$ cat config.mk
export PLATFORM = sky130hd
export DESIGN_NAME = sar_adc_ctrl_flat
export DESIGN_NICKNAME = d
export VERILOG_FILES = /design/src/rtl/sar_adc_ctrl_if.sv /design/src/rtl/sar_adc_ctrl.sv /design/src/flat_wrapper.sv
export SDC_FILE = /design/constraint.sdc
export NUM_CORES = 1
export LEC_CHECK = 0
export CAP_MARGIN = 20
export CORE_UTILIZATION = 32
export DETAILED_ROUTE_END_ITERATION = 10
export SLEW_MARGIN = 0
export SYNTH_ARGS = -nofsm -noshare
export SYNTH_HDL_FRONTEND = slang
export SYNTH_SLANG_ARGS = --single-unit
export TNS_END_PERCENT = 20
$ cat constraint.sdc
create_clock -name clock -period 2.61 [get_ports clock]
set_clock_uncertainty 0.2 [all_clocks]
set_input_delay 0.3915 -clock clock [delete_from_list [all_inputs] [get_ports clock]]
set_output_delay 0.3915 -clock clock [all_outputs]
set_load 0.02 [all_outputs]
$ cat src/rtl/sar_adc_ctrl_if.sv
// Handshake and DAC/comparator bundle between the SAR controller and its surroundings.
// master = controller side, slave = consumer/analog-front-end side.
interface sar_adc_ctrl_if #(
  parameter int N = 8
);
  logic         soc;
  logic         eoc;
  logic [N-1:0] x;
  logic [N-1:0] dac;
  logic         cmp;

  modport master (input soc, input cmp, output eoc, output x, output dac);
  modport slave  (output soc, output cmp, input eoc, input x, input dac);
endinterface

$ cat src/rtl/sar_adc_ctrl.sv
// Successive-approximation ADC controller: resolves one bit per step, MSB first, via an external DAC/comparator.
// Optional build macro SAR_MAJORITY_EN: each bit decision is the majority of three comparator samples.
module sar_adc_ctrl #(
  parameter int N      = 8,
  parameter int SETTLE = 1
) (
  input  logic             clock,
  input  logic             reset_,
  sar_adc_ctrl_if.master   bus
);

  localparam int BW = (N > 1) ? $clog2(N) : 1;
  localparam int CW = (SETTLE > 1) ? $clog2(SETTLE) : 1;

  typedef enum logic [1:0] {
    S_IDLE,
    S_SETTLE,
    S_DECIDE,
    S_WAIT
  } state_t;

  state_t        state;
  logic          eoc_r;
  logic [N-1:0]  x_r;
  logic [N-1:0]  dac_r;
  logic [BW-1:0] bidx;
  logic [CW-1:0] cnt;
  logic          dec_ready;
  logic          dec_bit;

  function automatic logic maj3(input logic a, input logic b, input logic c);
    return (a & b) | (a & c) | (b & c);
  endfunction

`ifdef SAR_MAJORITY_EN
  logic [1:0] samp;
  logic [1:0] dcnt;

  // Decision lands on the third DECIDE cycle, combining the two stored samples with the live one.
  always_comb begin
    dec_ready = (dcnt == 2'd2);
    dec_bit   = maj3(samp[1], samp[0], bus.cmp);
  end

  always_ff @(posedge clock) begin
    if (!reset_) begin
      samp <= '0;
      dcnt <= '0;
    end else if (state == S_DECIDE) begin
      samp <= {samp[0], bus.cmp};
      dcnt <= dec_ready ? 2'd0 : dcnt + 2'd1;
    end else begin
      dcnt <= '0;
    end
  end
`else
  always_comb begin
    dec_ready = 1'b1;
    dec_bit   = maj3(bus.cmp, bus.cmp, bus.cmp);
  end
`endif

  always_ff @(posedge clock) begin
    if (!reset_) begin
      state <= S_IDLE;
      eoc_r <= 1'b1;
      x_r   <= '0;
      dac_r <= '0;
      bidx  <= '0;
      cnt   <= '0;
    end else begin
      case (state)
        S_IDLE: begin
          if (bus.soc) begin
            eoc_r <= 1'b0;
            dac_r <= '0;
            dac_r[N-1] <= 1'b1;
            bidx  <= BW'(N - 1);
            cnt   <= '0;
            state <= S_SETTLE;
          end
        end
        S_SETTLE: begin
          cnt <= cnt + 1'b1;
          if (cnt == CW'(SETTLE - 1)) state <= S_DECIDE;
        end
        S_DECIDE: begin
          if (dec_ready) begin
            if (!dec_bit) dac_r[bidx] <= 1'b0;
            if (bidx == '0) begin
              state <= S_WAIT;
            end else begin
              // Next trial bit is raised on the same edge the current one is resolved.
              dac_r[bidx - 1'b1] <= 1'b1;
              bidx  <= bidx - 1'b1;
              cnt   <= '0;
              state <= S_SETTLE;
            end
          end
        end
        S_WAIT: begin
          // Result is published only once the consumer has dropped soc.
          if (!bus.soc) begin
            x_r   <= dac_r;
            eoc_r <= 1'b1;
            dac_r <= '0;
            state <= S_IDLE;
          end
        end
        default: state <= S_IDLE;
      endcase
    end
  end

  assign bus.eoc = eoc_r;
  assign bus.x   = x_r;
  assign bus.dac = dac_r;

endmodule

$ cat src/flat_wrapper.sv
// flat-port wrapper written by rule: the top's interface ports become plain ports
module sar_adc_ctrl_flat 
#(
  parameter int N      = 8,
  parameter int SETTLE = 1
)
  (clock, reset_, bus_soc, bus_cmp, bus_eoc, bus_x, bus_dac);
  sar_adc_ctrl_if #(.N(N)) bus_i ();
  input  logic clock;
  input  logic reset_;
  input wire logic [$bits(bus_i.soc)-1:0] bus_soc;
  input wire logic [$bits(bus_i.cmp)-1:0] bus_cmp;
  output wire logic [$bits(bus_i.eoc)-1:0] bus_eoc;
  output wire logic [$bits(bus_i.x)-1:0] bus_x;
  output wire logic [$bits(bus_i.dac)-1:0] bus_dac;
  assign bus_i.soc = bus_soc;
  assign bus_i.cmp = bus_cmp;
  assign bus_eoc = bus_i.eoc;
  assign bus_x = bus_i.x;
  assign bus_dac = bus_i.dac;
  sar_adc_ctrl #(.N(N), .SETTLE(SETTLE)) u_core (.clock(clock), .reset_(reset_), .bus(bus_i));
endmodule
==> load_flow_metrics.sql <==
INSERT INTO impl_metrics (metric_group, metric, value, unit) VALUES
('min_path', 'min-delay-path-class', 'reg2reg', ''),
('synth', 'synth_seq_area_share', '38.6', '%'),
('timing', 'clock.fmax', '476', 'MHz'),
('synth', 'synth_largest_area_cell', 'sky130_fd_sc_hd__dfxtp_1', ''),
('synth', 'synthCells', '138', ''),
('setup_path', 'worst_reg2reg_path_depth', '6', ''),
('floorplanning', 'initial_core_util', '34.6', '%'),
('power_and_ir_drop', 'leakage_component_of_the_power', '0.541', 'nW'),
('finish', 'fillerInstances', '352', ''),
('detailed_routing', 'number_of_nets_with_antenna_violations_after_detailed_routing', '0', ''),
('clock_network', 'clk-insertion-delay-late', '0.26', 'ns'),
('setup_path', 'cp_cell_instances', 'inv_1 -> ha_1 -> nor2b_1 -> a211oi_4 -> o22ai_1 -> and2_1', ''),
('grt', 'first_pass_grt_wire_length', '4520', 'um'),
('detailed_routing', 'postRouteWirelength', '2640', 'um'),
('clock_network', 'cts-buffers-inserted', '3', ''),
('grt', 'grt_antenna_before_repair', '0', ''),
('power_and_ir_drop', 'pwr_density_cell', '619', 'mW/mm^2'),
('floorplanning', 'dieWidth', '63.0', 'um'),
('clock_network', 'cts_tree', 'done', ''),
('setup_path', 'startpoint_type', 'flop', ''),
('timing', 'tns', '0', 'ns'),
('setup_path', 'rrSetupSlack', '0.51', 'ns'),
('finish', 'post_layout_nonfiller_instances', '202', ''),
('clock_network', 'post_cts_buffers', '0', ''),
('finish', 'flow.area_growth_from_synthesis', '21.6', '%'),
('timing', 'worst_slew_margin_rel', '72.2', '%'),
('clock_network', 'ctsHtreeMaxLevel', '1', ''),
('setup_path', 'rr_endpoint', 'u_core.cnt$_SDFFE_PN0P_', ''),
('setup_path', 'r2r_start', 'u_core.bidx[0]$_SDFFE_PN0P_', ''),
('finish', 'num_antenna_cells', '0', ''),
('detailed_routing', 'vias_per_cell', '5.16', ''),
('grt', 'first_global_vias', '978', ''),
('run_status', 'run_status', 'finished, final reports clean', ''),
('floorplanning', 'core', '0.00344', 'sq mm'),
('clock_network', 'ctsRootBufferMaster', 'sky130_fd_sc_hd__clkbuf_8', ''),
('setup_path', 'critical_path_required', '2.57', 'ns'),
('timing', 'slew_viol_final', '0', ''),
('synth', 'dominantRegCellSynth', 'sky130_fd_sc_hd__dfxtp_1', ''),
('floorplanning', 'pin_count', '21', ''),
('synth', 'synthesis.yosys.warnings', '0', ''),
('timing', 'tightest_slew', '0.416', 'ns'),
('setup_path', 'cp_data_arrival_time', '2.06', 'ns'),
('timing', 'post-route-min-period', '2.10', 'ns'),
('clock_network', 'clock_sinks', '23', ''),
('synth', 'synth_edf_count', '0', ''),
('floorplanning', 'rows', '21', ''),
('setup_path', 'setup.worst_path.end_class', 'flop', ''),
('synth', 'library_cell_with_the_highest_instance_count_after_synthesis', 'sky130_fd_sc_hd__dfxtp_1', ''),
('timing', 'min_period_over_period', '80.4', '%'),
('detailed_routing', 'routed_wire_length_per_instance', '13.1', 'um'),
('min_path', 'worst_hold_startpoint', 'u_core.bus.x[3]$_SDFFE_PN0P_', ''),
('timing', 'setup_repair_after_global_routing_missed_its_margin', 'no', ''),
('setup_path', 'worst_path_max_delay_cell', 'sky130_fd_sc_hd__dfxtp_1', ''),
('finish', 'multiInputGateArea', '642', 'sq um'),
('placed_design', 'pre_cts_setup_slack', '0.547', 'ns'),
('setup_path', 'timing.setup.critical_path_class', 'reg2reg', ''),
('synth', 'yosys.area.top_type_share', '38.6', '%'),
('run', 'max-cap-violations', '0', ''),
('floorplanning', 'die_area', '0.00397', 'sq mm'),
('synth', 'post_synth.cell_area_avg', '8.64', 'sq um'),
('synth', 'post_synth_instance_area', '0.00119', 'sq mm'),
('detailed_routing', 'route.detailed.drc', '0', ''),
('detailed_routing', 'drt_first_pass_iters', '4', ''),
('synth', 'synth.top_cells.by_count', 'sky130_fd_sc_hd__dfxtp_1 (23), sky130_fd_sc_hd__nand2_1 (18), sky130_fd_sc_hd__a21boi_1 (12), sky130_fd_sc_hd__nand3_1 (8), sky130_fd_sc_hd__nor2_1 (7)', ''),
('synth', 'synth_seq_cells', '23', ''),
('min_path', 'holdPathStages', '2', ''),
('min_path', 'holdPathEnd', 'u_core.bus.x[3]$_SDFFE_PN0P_', ''),
('clock_network', 'cts.reportedPaths.clkPinSlew', '0.08', 'ns'),
('finish', 'share_of_post_route_cells_with_drive_strength_above_1', '8.97', '%'),
('power_and_ir_drop', 'max-vdd-ir-drop', '0.000164', 'V'),
('grt', 'gr-usage-all-layers', '14.3', '%');
-- power by group --
part / total (mW) / switching, mW / internal, mW
clock: 0.214 / 0.106 / 0.109
combinational: 0.262 / 0.150 / 0.112
sequential: 0.421 / 0.0449 / 0.376
-- cell usage in the layout (no fill, tap or decap), drive strengths merged --
cell,n
a211oi,1
a21boi,12
a21oi,3
a31oi,5
a41oi,3
and2,2
and3,2
buf,3
clkbuf,4
clkdlybuf4s50,20
dfxtp,23
ha,2
inv,6
mux2,1
mux2i,1
nand2,20
nand2b,3
nand3,8
nand3b,1
nand4,2
nand4b,1
nor2,8
nor2b,4
o211a,3
o211ai,1
o21a,1
o21ai,9
o22ai,2
o2bb2ai,2
o41ai,1
or3,2
-- metal layers --
| metal | wire length [um] | GRT usage [%] |
|---|---|---|
| met5 | 0 | 0 |
| met4 | 35 | 6.10 |
| met3 | 59 | 1.82 |
| met2 | 1300 | 25.1 |
| met1 | 1240 | 17.2 |
-- metrics by stage --
step,power (mW),hold WS (ns),instance area (sq um)
global route,0.959,0.278,1450
finish,0.897,0.260,1450
floorplan,0.638,0.332,1190
global placement,0.684,0.241,1410
detailed placement,0.689,0.249,1410
CTS,0.903,0.259,1450
-- state kept, by name, summed over array words and instances, names as in the netlist --
name            flops
u_core.bus.dac      8
u_core.state        2
u_core.cnt          1
u_core.bus.eoc      1
u_core.bus.x        8
u_core.bidx         3
-- critical path, delay by kind of cell (launching register included) --
kind | cells | cell delay, ns
buffers and inverters | 1 | 0.21
flip-flops | 1 | 0.51
AND/OR/NAND/NOR | 2 | 0.35
AO/OA/AOI/OAI | 2 | 0.46
adder cells (fa/ha/maj) | 1 | 0.27
-- how the worst max path moves through the flow --
stage / start / to / cells after the start / slack (ns)
final: u_core.bidx[0]$_SDFFE_PN0P_ / u_core.cnt$_SDFFE_PN0P_ / 6 / 0.51
after global routing: u_core.bidx[0]$_SDFFE_PN0P_ / u_core.cnt$_SDFFE_PN0P_ / 6 / 0.42
after CTS: u_core.bidx[0]$_SDFFE_PN0P_ / u_core.cnt$_SDFFE_PN0P_ / 6 / 0.54
after detailed placement: u_core.bidx[0]$_SDFFE_PN0P_ / u_core.cnt$_SDFFE_PN0P_ / 6 / 0.55
after global placement: bus_soc / u_core.bus.dac[7]$_SDFFE_PN0P_ / 5 / 0.62
after floorplan: u_core.bidx[0]$_SDFFE_PN0P_ / u_core.cnt$_SDFFE_PN0P_ / 7 / 0.80
-- cells by family (layout without fill, tap and decap cells) --
| family | count (synthesis) | count (layout) | share of synthesized area (%) |
|---|---|---|---|
| muxes | 2 | 2 | 1.78 |
| DFF | 23 | 23 | 38.6 |
| and+or+nand+nor | 53 | 53 | 23.5 |
| adders and majority gates | 2 | 2 | 2.10 |
| buffers and inverters | 15 | 33 | 7.55 |
| AOI/OAI and AO/OA | 43 | 43 | 26.4 |
-- area by class of cell --
class                           instances  area share, %
Sequential cell                        23           31.8
Multi-Input combinational cell        100           44.3
Clock buffer                            4           3.11
Inverter                                6           1.55
Timing Repair Buffer                   23           15.4
Tap cell                               46           3.97
(Power assumes the default switching activity.)
